**src/rtl/spio_deb.sv**
```systemverilog
// spio_deb: Wishbone LED/button peripheral. It provides masked LED writes with
// per-LED blink, and synchronised, debounced buttons with press latches and a maskable interrupt.
module spio_deb #(
  parameter int unsigned NLED       = 2,
  parameter int unsigned NBTN       = 2,
  parameter int unsigned LGDEBOUNCE = 16,
  parameter int unsigned LGBLINK    = 24
) (
  input  logic            i_clk,
  input  logic            i_reset,
  input  logic            i_wb_cyc,
  input  logic            i_wb_stb,
  input  logic            i_wb_we,
  input  logic [1:0]      i_wb_addr,
  input  logic [31:0]     i_wb_data,
  output logic            o_wb_stall,
  output logic            o_wb_ack,
  output logic [31:0]     o_wb_data,
  input  logic [NBTN-1:0] i_btn,
  output logic [NLED-1:0] o_led,
  output logic            o_int
);

  localparam logic [LGDEBOUNCE-1:0] DB_ONE = {{(LGDEBOUNCE-1){1'b0}}, 1'b1};
  localparam logic [LGBLINK-1:0]    BL_ONE = {{(LGBLINK-1){1'b0}}, 1'b1};

  logic                  w_stb, w_wr, w_unused;
  logic [NLED-1:0]       r_led, r_blink, r_oled;
  logic [NBTN-1:0]       r_ien, r_latch, r_stable, r_stable_d, r_sync1, r_sync2;
  logic [NBTN-1:0]       w_clr, w_rise;
  logic [LGDEBOUNCE-1:0] r_cnt [NBTN];
  logic [LGBLINK-1:0]    r_bcnt;
  logic                  r_ack, r_int;
  logic [31:0]           r_rdata, w_rdata;
  logic [7:0]            w_led8, w_blink8, w_ien8, w_stable8, w_latch8;

  assign w_stb      = i_wb_cyc && i_wb_stb && !i_reset;
  assign w_wr       = w_stb && i_wb_we;
  assign w_clr      = (w_wr && i_wb_addr == 2'd1) ? i_wb_data[8 +: NBTN] : '0;
  assign w_rise     = r_stable & ~r_stable_d;
  assign w_unused   = ^{1'b0, i_wb_data};
  assign o_wb_stall = 1'b0;
  assign o_wb_ack   = r_ack;
  assign o_wb_data  = r_rdata;
  assign o_led      = r_oled;
  assign o_int      = r_int;

  always_comb begin
    w_led8    = '0;
    w_blink8  = '0;
    w_ien8    = '0;
    w_stable8 = '0;
    w_latch8  = '0;
    w_led8[NLED-1:0]    = r_led;
    w_blink8[NLED-1:0]  = r_blink;
    w_ien8[NBTN-1:0]    = r_ien;
    w_stable8[NBTN-1:0] = r_stable;
    w_latch8[NBTN-1:0]  = r_latch;
    case (i_wb_addr)
      2'd0:    w_rdata = {24'h0, w_led8};
      2'd1:    w_rdata = {16'h0, w_latch8, w_stable8};
      2'd2:    w_rdata = {24'h0, w_ien8};
      default: w_rdata = {24'h0, w_blink8};
    endcase
  end

  always_ff @(posedge i_clk) begin
    if (i_reset) begin
      r_ack   <= 1'b0;
      r_rdata <= '0;
      r_led   <= '0;
      r_ien   <= '0;
      r_blink <= '0;
    end else begin
      r_ack <= w_stb;
      if (w_stb)
        r_rdata <= w_rdata;
      if (w_wr) begin
        case (i_wb_addr)
          2'd0:
            for (int unsigned k = 0; k < NLED; k++)
              if (i_wb_data[k+8])
                r_led[k] <= i_wb_data[k];
          2'd2:    r_ien   <= i_wb_data[NBTN-1:0];
          2'd3:    r_blink <= i_wb_data[NLED-1:0];
          default: ;
        endcase
      end
    end
  end

  // Any cycle of agreement restarts the window; a flip needs a full run of disagreement.
  always_ff @(posedge i_clk) begin
    if (i_reset) begin
      r_sync1    <= '0;
      r_sync2    <= '0;
      r_stable   <= '0;
      r_stable_d <= '0;
      r_latch    <= '0;
      for (int unsigned k = 0; k < NBTN; k++)
        r_cnt[k] <= '0;
    end else begin
      r_sync1    <= i_btn;
      r_sync2    <= r_sync1;
      r_stable_d <= r_stable;
      r_latch    <= (r_latch & ~w_clr) | w_rise;
      for (int unsigned k = 0; k < NBTN; k++) begin
        if (r_sync2[k] == r_stable[k]) begin
          r_cnt[k] <= '0;
        end else if (r_cnt[k] == '1) begin
          r_stable[k] <= r_sync2[k];
          r_cnt[k]    <= '0;
        end else begin
          r_cnt[k] <= r_cnt[k] + DB_ONE;
        end
      end
    end
  end

  always_ff @(posedge i_clk) begin
    if (i_reset) begin
      r_bcnt <= '0;
      r_oled <= '0;
      r_int  <= 1'b0;
    end else begin
      r_bcnt <= r_bcnt + BL_ONE;
      r_oled <= r_led & (~r_blink | {NLED{r_bcnt[LGBLINK-1]}});
      r_int  <= |(r_latch & r_ien);
    end
  end

endmodule

```
**config.mk**
```make
export PLATFORM = sky130hd
export DESIGN_NAME = spio_deb
export DESIGN_NICKNAME = d
export VERILOG_FILES = /design/src/rtl/spio_deb.sv
export SDC_FILE = /design/constraint.sdc
export NUM_CORES = 1
export LEC_CHECK = 0
export CORE_MARGIN = 10
export CORE_UTILIZATION = 35
export CTS_BUF_LIST = sky130_fd_sc_hd__clkbuf_4
export CTS_CLUSTER_SIZE = 12
export DETAILED_ROUTE_END_ITERATION = 10
export DONT_BUFFER_PORTS = 1
export MAX_ROUTING_LAYER = met4
export PLACE_DENSITY = 0.54
export SKIP_CTS_REPAIR_TIMING = 1
export SLEW_MARGIN = 20
export SYNTH_ARGS = -nofsm -noshare
export SYNTH_HDL_FRONTEND = slang
export SYNTH_SLANG_ARGS = --single-unit
export TNS_END_PERCENT = 1
```
**constraint.sdc**
```tcl
create_clock -name i_clk -period 2.6 [get_ports i_clk]
set_clock_uncertainty 0.05 [all_clocks]
set_input_delay 0.52 -clock i_clk [delete_from_list [all_inputs] [get_ports i_clk]]
set_output_delay 0.52 -clock i_clk [all_outputs]
set_load 0.1 [all_outputs]
```
### Word level (Yosys, flattened, before mapping)

Memories as Yosys holds them, arrays and structs flattened.
Index checks and enable logic that the tools add are counted.

* add/sub/neg operators: 3
* equality and inequality tests: 7
* multiplexer cells: 32
* bitwise logic cells: 17
* reduce and logical (&&, ||, !) cells: 13

Operators by type and width (count)
* 16-bit 2-to-1 mux: 6
* 16-bit by 1-bit adder with 16-bit output, second input constant: 2
* 16-bit == test, second input constant: 2
* 10-bit one-hot mux with 3 select lines: 1
* 24-bit by 1-bit adder with 24-bit output, second input constant: 1
* 1-bit 2-to-1 mux: 24
* 2-bit AND: 4
* 2-bit AND reduction: 4
* 2-bit NOT: 3
* 1-bit OR: 6
* 3-bit AND reduction: 2
* 2-bit == test, second input constant: 2
* 1-bit logical AND: 4
* 2-bit OR: 2
* 1-bit == test: 2
* 2-bit by 1-bit == test with 1-bit output, second input constant: 1
* 2-bit zero test: 1
* 2-bit 2-to-1 mux: 1
* 1-bit NOT: 2
* 2-bit OR reduction: 1
* 1-bit zero test: 1

* register bits: 76
* memory bits (writable): 32
* input port bits: 41
* output and inout port bits: 37
* word-level logic and storage cells: 88
* memories kept: 1

Memory list
* r_cnt: words 2, width 16, rd ports 2, clocked after memory_dff 0, wr ports 2, line 31 `logic [LGDEBOUNCE-1:0] r_cnt [NBTN];`

### Depth between registers and ports, before layout

* word-level depth: 8
* mapped depth: 6
* gate-level depth less buffers: 5

### Worst setup path after synthesis

OpenSTA, ideal clock, no wires.

* path kind: flip-flop to flip-flop
* from: memory r_cnt[0][0]
* to: memory r_cnt[0][11], data pin
* setup time: 0.266 ns
* data arrival time: 1.598 ns
* required time: 2.284 ns
* slack: 0.686 ns
* stages on the path, launching flop included: 7
* path buffers: 1
* period minus slack after synthesis: 1.914 ns
* cells stage by stage: edfxtp_1 ha_1 nand4_1 nor4_1 or2_2 clkbuf_1 nor2_1

RTL lines (line)
* start, declared: 31

### Worst setup path after layout

* from: register r_bcnt[0]
* to: register r_bcnt[18]

* word-level cells in the longest chain between the ends: 1

RTL lines
* start, declared: line 32 `logic [LGBLINK-1:0] r_bcnt;`
* start signal, assigned: line 126 `r_bcnt <= r_bcnt + BL_ONE;`
* 24-bit by 1-bit adder with 24-bit output: line 126

Every way passes these cells.
A chain may end at the register's enable or synchronous reset.

==> metrics.cfg <==
[pwr]
ir_drop_mv = 0.206
leakage_nw = 1.49
power.density_nw_per_um2 = 559

[worst_hold_path]
hp-class = in2reg
holdPathStages = 1

[timing]
hold_ws_ns = 0.0921
timing_hold_violations_final = 0
finalSetupTns_ns = 0
fin_crit_ns = 2.05
slew_violations = 0
max_freq_mhz = 488
setup_violations = 0
fin_crit_sh = 0.788
rsz0062_at_grt = false

[cts]
cts_tree = done
cts-buffers-inserted = 9
insertion_delay_ns = 0.43
clockBufferDepth = 2
cts_sinks = 80
htreeDepth = 3
clkTransAtPathRegs_ns = 0.12
cts_root_buf = clkbuf_4

[synthesis]
ys_top_cells_by_area = dfxtp_1 25%, edfxtp_1 25%, xnor2_1 7.4%
ys_seq_elements = 80
syn_avg_cell_area_um2 = 9.88
syn-cell-area_um2 = 3900
yosysTopAreaCellShare = 0.246
synth_cell_types = 42
ys_warn_count = 0
synth_cells = 395
synth.most_common_cell = nor2_1
ys_async_sr_fraction = 0
synthTopCellsByCount = 64 x nor2_1, 48 x dfxtp_1, 33 x xnor2_1, 32 x edfxtp_1, 29 x buf_4
synth-edff-count = 32
synth_flop_cell = dfxtp_1
synth_top_cell_by_area = dfxtp_1
ys_seq_area_frac = 0.493

[floorplanning]
die_h_um = 126
num_rows = 38
core_um2 = 10900
io_pins = 78
die_w_um = 126
dieArea_um2 = 15800
start_util = 0.358

[placed_design]
place.gp.congestion = 0.774
hpwl_mm = 5.00
dpl.cell_count = 560
place.port_buffers = 0

[critical_path]
critPathKind = reg2reg
crit_path_end_kind = flop
critPathLaunchType = flop
crit_arrival_ns = 2.37
r2r_cells = 5
crit_fanout = 9
cp.required_ns = 2.92
max_stage_delay_ns = 0.53
timing.critical_path.slowest_stage_cell = or3_1
path_cells = ha_1 -> nand3_2 -> or3_1 -> or4_1 -> a21oi_1

[routing]
route.detailed.drc = 0
first_pass_iters = 4
vias = 2669
first_iter_violations = 132
routed_wirelength_mm = 6.97
via_per_inst = 4.63
ant_nets = 0
wl_per_cell_um = 12.1

[cells_and_area]
drive_above_1_share = 0.0826
area_delta_synth_final_pct = 7.25
n_antenna_cell = 0
fillCellCount = 1110
fin_cells = 576
finalNetCount = 475

[global_route]
antenna_found_initial = 0
grt_pass1_vias = 2637
track_usage = 0.0945
overflow = 0
grt_max_degree = 52
grt_pass1_wl_mm = 12.0

[flow_run]
maxCapViolations = 0

[status]
run_status = finished clean

==> final cells by class <==
class | instances | area [um^2] | share of cell area
Inverter | 12 | 45.0 | 0.0108
Tap cell | 140 | 175 | 0.0419
Sequential cell | 80 | 1920 | 0.459
Clock inverter | 6 | 60.1 | 0.0144
Clock buffer | 10 | 75.1 | 0.0179
Timing Repair Buffer | 8 | 60.1 | 0.0144
Multi-Input combinational cell | 320 | 1850 | 0.441
==> flip-flops by register name, indices dropped and copies added, names as in the netlist <==
register    flops
o_wb_data       4
r_blink         2
r_sync2         2
r_sync1         2
r_latch         2
r_ien           2
r_stable        2
r_stable_d      2
o_led           2
r_bcnt         24
o_wb_ack        1
r_cnt          32
o_int           1
r_led           2
==> cells by family after synthesis <==
| logic type | synth area share |
|---|---|
| fa+ha+maj | 0.00962 |
| other cells | 0.00193 |
| buf+inv | 0.0908 |
| compound gates | 0.0452 |
| mux | 0.0327 |
| simple gates | 0.235 |
| flops | 0.493 |
| xor+xnor | 0.0920 |
==> report_power, final <==
group	switching [mW]	internal (mW)	leakage, nW
registers	0.0275	1.33	0.718
clock network	0.429	0.299	0.0738
logic	0.221	0.0295	0.695
total	0.677	1.66	1.49
==> critical path, delay by kind of cell, from the launching register on <==
| kind | cells | cell delay (ns) |
|---|---|---|
| adders and majority gates | 1 | 0.22 |
| DFF | 1 | 0.41 |
| AOI/OAI and AO/OA | 1 | 0.15 |
| and+or+nand+nor | 3 | 1.17 |
==> per-stage QoR <==
| stage | instance area, um^2 | power (mW) | worst slack [ns] | utilization |
|---|---|---|---|---|
| 6_report | 4180 | 2.34 | 0.551 | 0.384 |
| 5_1_grt | 4180 | 2.45 | 0.340 | 0.384 |
| 4_1_cts | 4180 | 2.37 | 0.544 | 0.384 |
| 3_5_place_dp | 4050 | 1.64 | 0.556 | 0.372 |
| 3_3_place_gp | 4050 | 1.63 | 0.586 | 0.372 |
| 2_1_floorplan | 4120 | 1.67 | 0.686 | - |
==> per-layer routing <==
metal	vias up	global-route usage	share of wire
li1	1360	-	-
met1	1234	0.116	0.48
met2	62	0.128	0.41
met3	13	0.0376	0.085
met4	0	0.0542	0.026
met5	-	-	0
==> placed cells by master, fill, tap and decap left out, types with 3 or more instances in the layout <==
cell type,instances
nor2_1,64
conb_1,61
dfxtp_1,48
xnor2_1,33
edfxtp_1,32
nand3_1,22
nand2_1,16
a21oi_1,15
nor2b_1,13
inv_1,12
nor4_1,12
clkbuf_4,10
nand4_1,9
nor3_1,9
xor2_1,8
buf_4,8
mux2i_1,6
o31ai_1,6
or4_1,6
o21ai_0,5
or3_1,5
nor3b_1,3
a22oi_1,3
ha_1,3
==> worst paths after layout <==
check        startpoint            to  slack (ns)
max           r_bcnt[0]    r_bcnt[18]        0.55
min             i_reset  o_wb_data[0]        0.09
max reg2reg   r_bcnt[0]    r_bcnt[18]        0.55
min reg2reg  r_sync1[0]    r_sync2[0]        0.41
Power figures use the tool's default switching activity.
